`src/rtl/fighter_action_ctrl.sv`:
```
// fighter_action_ctrl -- per-frame action sequencer for one fighter.
//
// Decodes held USB keycodes into idle/walk/crouch/jump and into punch/kick
// attacks. Each attack runs STARTUP -> ACTIVE -> RECOVER on 8-bit down-counters.
// Being struck (Hit_In) forces HITSTUN from any state and emits knockback away
// from the facing direction.
//
// Optional feature: define FIGHTER_CANCEL_EN so that a kick press during an
// active punch cancels straight into kick startup.
//
// Ports
//   frame_clk              clock, one cycle per video frame
//   Reset                  synchronous, active-low reset
//   keycode_0..keycode_3   currently held keycodes (0x00 = none)
//   Hit_In                 fighter struck this frame
//   Facing_Right           fighter faces +X (sampled every frame)
//   Action[2:0]            0 idle, 1 walk, 2 crouch, 3 jump, 4 punch, 5 kick, 6 hitstun
//   Phase[1:0]             0 none, 1 startup, 2 active, 3 recover
//   Frame_Idx[2:0]         frames spent in the current state, saturating at 7
//   Attack_Active          hitbox live
//   Move_Enable            movement block may act on A/D/S/W
//   Knockback[7:0]         signed X displacement per frame
module fighter_action_ctrl #(
  parameter int PUNCH_STARTUP  = 3,
  parameter int PUNCH_ACTIVE   = 4,
  parameter int PUNCH_RECOVER  = 6,
  parameter int KICK_STARTUP   = 5,
  parameter int KICK_ACTIVE    = 4,
  parameter int KICK_RECOVER   = 9,
  parameter int HITSTUN_FRAMES = 12,
  parameter int KNOCKBACK_PX   = 2
) (
  input  logic       frame_clk,
  input  logic       Reset,
  input  logic [7:0] keycode_0,
  input  logic [7:0] keycode_1,
  input  logic [7:0] keycode_2,
  input  logic [7:0] keycode_3,
  input  logic       Hit_In,
  input  logic       Facing_Right,
  output logic [2:0] Action,
  output logic [1:0] Phase,
  output logic [2:0] Frame_Idx,
  output logic       Attack_Active,
  output logic       Move_Enable,
  output logic [7:0] Knockback
);

  typedef enum logic [2:0] {S_IDLE, S_STARTUP, S_ACTIVE, S_RECOVER, S_HITSTUN} state_t;
  typedef enum logic [1:0] {MV_NONE, MV_PUNCH, MV_KICK} move_t;

  // Counter load values are length-1: the state exits on the frame the counter reads 0.
  localparam logic [7:0] PS_LD  = 8'(PUNCH_STARTUP - 1);
  localparam logic [7:0] PA_LD  = 8'(PUNCH_ACTIVE - 1);
  localparam logic [7:0] PR_LD  = 8'(PUNCH_RECOVER - 1);
  localparam logic [7:0] KS_LD  = 8'(KICK_STARTUP - 1);
  localparam logic [7:0] KA_LD  = 8'(KICK_ACTIVE - 1);
  localparam logic [7:0] KR_LD  = 8'(KICK_RECOVER - 1);
  localparam logic [7:0] HS_LD  = 8'(HITSTUN_FRAMES - 1);
  localparam logic [7:0] KB_POS = 8'(KNOCKBACK_PX);
  localparam logic [7:0] KB_NEG = 8'(-KNOCKBACK_PX);

  function automatic logic is_held(input logic [7:0] k0, input logic [7:0] k1,
                                   input logic [7:0] k2, input logic [7:0] k3,
                                   input logic [7:0] code);
    return (k0 == code) || (k1 == code) || (k2 == code) || (k3 == code);
  endfunction

  state_t     state, state_n;
  move_t      move, move_n;
  logic [7:0] cnt, cnt_n;
  logic       prev_j, prev_k;
  logic       key_a, key_d, key_s, key_w, key_j, key_k;
  logic       j_edge, k_edge, enter;
  logic [2:0] idle_act, act_n;
  logic [1:0] phase_n;

  assign key_a  = is_held(keycode_0, keycode_1, keycode_2, keycode_3, 8'h04);
  assign key_d  = is_held(keycode_0, keycode_1, keycode_2, keycode_3, 8'h07);
  assign key_s  = is_held(keycode_0, keycode_1, keycode_2, keycode_3, 8'h16);
  assign key_w  = is_held(keycode_0, keycode_1, keycode_2, keycode_3, 8'h1A);
  assign key_j  = is_held(keycode_0, keycode_1, keycode_2, keycode_3, 8'h0D);
  assign key_k  = is_held(keycode_0, keycode_1, keycode_2, keycode_3, 8'h0E);
  assign j_edge = key_j & ~prev_j;
  assign k_edge = key_k & ~prev_k;

  always_comb begin
    state_n = state;
    move_n  = move;
    cnt_n   = cnt;
    if (Hit_In) begin
      // Hit wins over everything, including a same-frame press and hitstun itself.
      state_n = S_HITSTUN;
      move_n  = MV_NONE;
      cnt_n   = HS_LD;
    end else begin
      case (state)
        S_IDLE: begin
          if (j_edge) begin
            state_n = S_STARTUP; move_n = MV_PUNCH; cnt_n = PS_LD;
          end else if (k_edge) begin
            state_n = S_STARTUP; move_n = MV_KICK;  cnt_n = KS_LD;
          end
        end
        S_STARTUP: begin
          if (cnt == 8'd0) begin
            state_n = S_ACTIVE;
            cnt_n   = (move == MV_KICK) ? KA_LD : PA_LD;
          end else cnt_n = cnt - 8'd1;
        end
        S_ACTIVE: begin
`ifdef FIGHTER_CANCEL_EN
          if (move == MV_PUNCH && k_edge) begin
            state_n = S_STARTUP; move_n = MV_KICK; cnt_n = KS_LD;
          end else
`endif
          if (cnt == 8'd0) begin
            state_n = S_RECOVER;
            cnt_n   = (move == MV_KICK) ? KR_LD : PR_LD;
          end else cnt_n = cnt - 8'd1;
        end
        S_RECOVER, S_HITSTUN: begin
          if (cnt == 8'd0) begin
            state_n = S_IDLE; move_n = MV_NONE;
          end else cnt_n = cnt - 8'd1;
        end
        default: begin
          state_n = S_IDLE; move_n = MV_NONE; cnt_n = 8'd0;
        end
      endcase
    end
  end

  // Hit_In re-entering HITSTUN counts as an entry even though the state is unchanged.
  assign enter = Hit_In || (state_n != state);

  // Idle pose priority: crouch > jump > walk.
  assign idle_act = key_s ? 3'd2 : key_w ? 3'd3 : (key_a | key_d) ? 3'd1 : 3'd0;

  always_comb begin
    act_n   = 3'd0;
    phase_n = 2'd0;
    case (state_n)
      S_IDLE:    act_n = idle_act;
      S_STARTUP: begin act_n = (move_n == MV_KICK) ? 3'd5 : 3'd4; phase_n = 2'd1; end
      S_ACTIVE:  begin act_n = (move_n == MV_KICK) ? 3'd5 : 3'd4; phase_n = 2'd2; end
      S_RECOVER: begin act_n = (move_n == MV_KICK) ? 3'd5 : 3'd4; phase_n = 2'd3; end
      S_HITSTUN: act_n = 3'd6;
      default:   act_n = 3'd0;
    endcase
  end

  always_ff @(posedge frame_clk) begin
    if (!Reset) begin
      state         <= S_IDLE;
      move          <= MV_NONE;
      cnt           <= 8'd0;
      prev_j        <= 1'b0;
      prev_k        <= 1'b0;
      Action        <= 3'd0;
      Phase         <= 2'd0;
      Frame_Idx     <= 3'd0;
      Attack_Active <= 1'b0;
      Move_Enable   <= 1'b1;
      Knockback     <= 8'd0;
    end else begin
      state         <= state_n;
      move          <= move_n;
      cnt           <= cnt_n;
      prev_j        <= key_j;
      prev_k        <= key_k;
      Action        <= act_n;
      Phase         <= phase_n;
      Frame_Idx     <= enter ? 3'd0 : (Frame_Idx == 3'd7) ? 3'd7 : Frame_Idx + 3'd1;
      Attack_Active <= (state_n == S_ACTIVE);
      Move_Enable   <= (state_n == S_IDLE);
      Knockback     <= (state_n != S_HITSTUN) ? 8'd0 : Facing_Right ? KB_NEG : KB_POS;
    end
  end

endmodule

```
`config.mk`:
```
export PLATFORM = sky130hd
export DESIGN_NAME = fighter_action_ctrl
export DESIGN_NICKNAME = d
export VERILOG_FILES = /design/src/rtl/fighter_action_ctrl.sv
export SDC_FILE = /design/constraint.sdc
export NUM_CORES = 1
export LEC_CHECK = 0
export BUFFER_PORTS_ARGS = -buffer_cell sky130_fd_sc_hd__buf_2
export CAP_MARGIN = 25
export CORE_MARGIN = 2
export CORE_UTILIZATION = 50
export CTS_BUF_LIST = sky130_fd_sc_hd__clkbuf_2 sky130_fd_sc_hd__clkbuf_4 sky130_fd_sc_hd__clkbuf_8
export DETAILED_ROUTE_END_ITERATION = 10
export PLACE_DENSITY = 0.75
export SYNTH_ARGS = -nofsm -noshare
export SYNTH_HDL_FRONTEND = slang
export SYNTH_SLANG_ARGS = --single-unit
```
`constraint.sdc`:
```
create_clock -name frame_clk -period 4.9 [get_ports frame_clk]
set_input_delay 0.245 -clock frame_clk [delete_from_list [all_inputs] [get_ports frame_clk]]
set_output_delay 0.245 -clock frame_clk [all_outputs]
set_load 0.03 [all_outputs]
```
==> summary.md <==
| Metric | Value |
|---|---|
| Initial antenna violation count | `0` |
| Status | `completed` |
| Syn avg cell area | `8.14 sq um` |
| DP HPWL | `3280 um` |
| Ys Warns | `0` |
| Clock network power share | `26.2%` |
| Internal power | `336 uW` |
| Post-route antenna net violation count | `0` |
| Htree depth | `1` |
| Hold Worst Slack | `0.167 ns` |
| Setup TNS | `0 ns` |
| Min-delay worst type | `in -> reg` |
| Core area | `3610 sq um` |
| PnR worst setup slack | `2.61 ns` |
| Synth cell types | `56` |
| Met1 GRT Util | `27.6%` |
| Comb pwr share | `25.7%` |
| Top_reg_cell synth | `dfxtp_1` |
| Setup crit start kind | `register` |
| Clock sinks | `27` |
| Crit Reg-Reg Endpoint | `cnt[3]` |
| Post-DP Area | `2090 sq um` |
| Min-Delay Startpoint | `Facing_Right` |
| Slew Limit Fails | `0` |
| Die Area | `4180 sq um` |
| CTS buffer count | `3` |
| Setup CP Type | `reg -> reg` |
| First-pass GRT wire length | `6860 um` |
| Post-synth EDFFs | `0` |
| CTS tree | `done` |
| I/O Pins | `54` |
| Hold EP | `Knockback[6]` |
| PwrDens | `233 nW/um^2` |
| Final Hold Fails | `0` |
| Routability congestion estimate | `0.899` |
| Ant. Diodes | `0` |
| Slew of the pin with the lowest slew margin | `0.680 ns` |
| Fin cells | `317` |
| Crit path max fanout | `9` |
| Drt initial violations | `127` |
| WL final | `4090 um` |
| Initial core utilization | `51.0%` |
| Clock Skew | `0.0109 ns` |
| Switch Pwr | `162 uW` |
| GRT overflow | `0` |
| Worst vdd ir | `0.134 mV` |
| RSZ-0062 raised after global routing | `false` |
| Period minus WS final | `2.29 ns` |
| Core Util, Final | `59.2%` |
| Final setup viols | `0` |
| Total number of vias | `1830` |
| Lkg Pwr | `0.854 nW` |
| Worst EP arrival | `2.48 ns` |
| Fin nets | `309` |
| Die H | `64.7 um` |
| Busiest metal layer after global routing | `met2` |
| Fmax | `436 MHz` |
| Max-Cap Viols | `0` |
| Worst R2R Path Depth | `8` |
| Hold_buf cts | `0` |
| Die Wd | `64.7 um` |
| GR Layer Usage met3 | `3.82%` |
| IO Port Bufs | `52` |
| Sequential-to-total area share from yosys stat | `29.4%` |
| Seq pwr share | `48.1%` |
| Async set-reset flop share out of synthesis | `0%` |
| Flops & latches, synth | `27` |
| Number of global-route vias before repair | `1622` |
| Worst r2r src | `cnt[0]` |
| Worst slack at placement | `2.66 ns` |
| Share of layout cells above drive strength 1 | `26.8%` |
| Synth-to-Final Area Change | `16.1%` |
| Max Root-Sink Buffers | `2` |
| # rows | `22` |
| Post-route cell area | `2140 sq um` |
| Cells after Synth | `226` |
| Fill cells | `326` |
| Vias per inst | `5.77` |
| Worst rel slew slack | `54.6%` |
| DRC | `0` |
| Overall Power | `497 uW` |
| Syn_nets | `265` |
| Tcrit/Tclk final | `46.8%` |
| Post-CTS setup buffer count | `0` |
| Largest net degree at the start of global routing | `24` |
| GRT Util Overall | `20.3%` |
| CTS clk-pin slew, worst paths | `0.10 ns` |
| Req. time, crit path | `5.08 ns` |
| Sw Share | `32.5%` |
| Hold depth | `2` |
| Wire length per cell | `12.9 um` |
| Clock Tree Root | `clkbuf_8` |
| Worst skew pair latency | `0.28 ns` |
| Drt pass-1 iters | `4` |
| Critical path endpoint category | `register` |
| # resized after CTS | `0` |
| Placed Cells | `313` |
| R2R Setup Slk | `2.61 ns` |
| Synthesized cell area | `1840 sq um` |
| Met2 Track Usage GR | `33.3%` |
cell usage after synthesis (all sizes together), types with 4 or more instances:
master / instances / area [sq um]
dfxtp: 27 / 541
nor2: 26 / 100
nor3: 16 / 85.1
nand2: 15 / 56.3
a21oi: 14 / 73.8
nor2b: 13 / 81.3
o21ai: 13 / 65.1
nand4: 9 / 62.6
inv: 8 / 30.0
nand3: 8 / 40.0
buf: 7 / 50.0
clkbuf: 6 / 22.5
and3: 5 / 32.5
nor4: 5 / 91.3
a41oi: 4 / 61.3
worst max-delay path, stage by stage (launching register included):
cell	delay, ns
dfxtp_1	0.36
inv_1	0.11
ha_1	0.14
nor4b_2	0.33
and2_0	0.34
nand3_1	0.17
o22ai_2	0.29
nor2_2	0.14
o311a_1	0.31
registers in the layout, indices dropped and copies added (netlist names):
register / flops
Action: 3
Attack_Active: 1
Frame_Idx: 3
Knockback: 2
Move_Enable: 1
Phase: 2
cnt: 8
move: 2
prev_j: 1
prev_k: 1
state: 3
logic make-up (layout without fill, tap and decap cells):
kind of cell               Yosys count  after routing  synth area share [%]
muxes                                1              1                 0.544
other                                1              1                 0.204
DFF                                 27             27                  29.4
and+or+nand+nor                    115            115                  38.3
xor gates and xnor gates             4              4                  1.91
buffers and inverters               21             64                  5.58
adders and majority gates            3              3                  2.04
AOI/OAI and AO/OA                   54             54                  22.0
cell type report:
| type | instances | area (sq um) | area share (%) |
|---|---|---|---|
| Inverter | 8 | 30.0 | 1.41 |
| Sequential cell | 27 | 541 | 25.3 |
| Timing Repair Buffer | 52 | 260 | 12.2 |
| Clock buffer | 3 | 41.3 | 1.93 |
| Tap cell | 48 | 60.1 | 2.81 |
| Multi-Input combinational cell | 178 | 1200 | 56.0 |
| Clock inverter | 1 | 7.51 | 0.351 |
power groups by stage:
stage          Combinational (mW)  Sequential [mW]  Clock, mW
2_1_floorplan              0.0829            0.249          0
3_3_place_gp                0.125            0.244          0
3_5_place_dp                0.127            0.244          0
4_1_cts                     0.127            0.239      0.134
5_1_grt                     0.142            0.240      0.142
6_report                    0.128            0.239      0.130
placed cells by master, fill, tap and decap left out, types with 3 or more instances in the layout:
master,Yosys,layout
buf_2,1,52
nor3_1,15,15
dfxtp_1,27,27
o21ai_0,13,13
nand4_1,8,8
nor2_1,25,25
and3_1,4,4
nand3_1,8,8
xnor2_1,3,3
nand2_1,15,15
ha_1,3,3
a311oi_1,3,3
clkbuf_8,0,3
inv_1,8,8
nand3b_1,3,3
nand2b_1,3,3
a21oi_1,13,13
nor2b_1,13,13
nor4_4,4,4
worst max path at each step:
stage / start / to / slack [ns] / cells after the start
global placement: cnt[0] / cnt[3] / 2.73 / 8
detailed placement: cnt[0] / cnt[3] / 2.66 / 8
global route: cnt[0] / cnt[0] / 2.43 / 8
CTS: cnt[0] / cnt[3] / 2.64 / 8
finish: cnt[0] / cnt[3] / 2.61 / 8
floorplan: cnt[0] / cnt[2] / 2.95 / 10
layer usage:
| layer | wire length [um] | part of all wire [%] |
|---|---|---|
| met4 | 39 | 0.95 |
| met2 | 1780 | 43 |
| met1 | 1980 | 48 |
| met5 | 0 | 0 |
| met3 | 289 | 7.1 |
(Power assumes the default switching activity.)
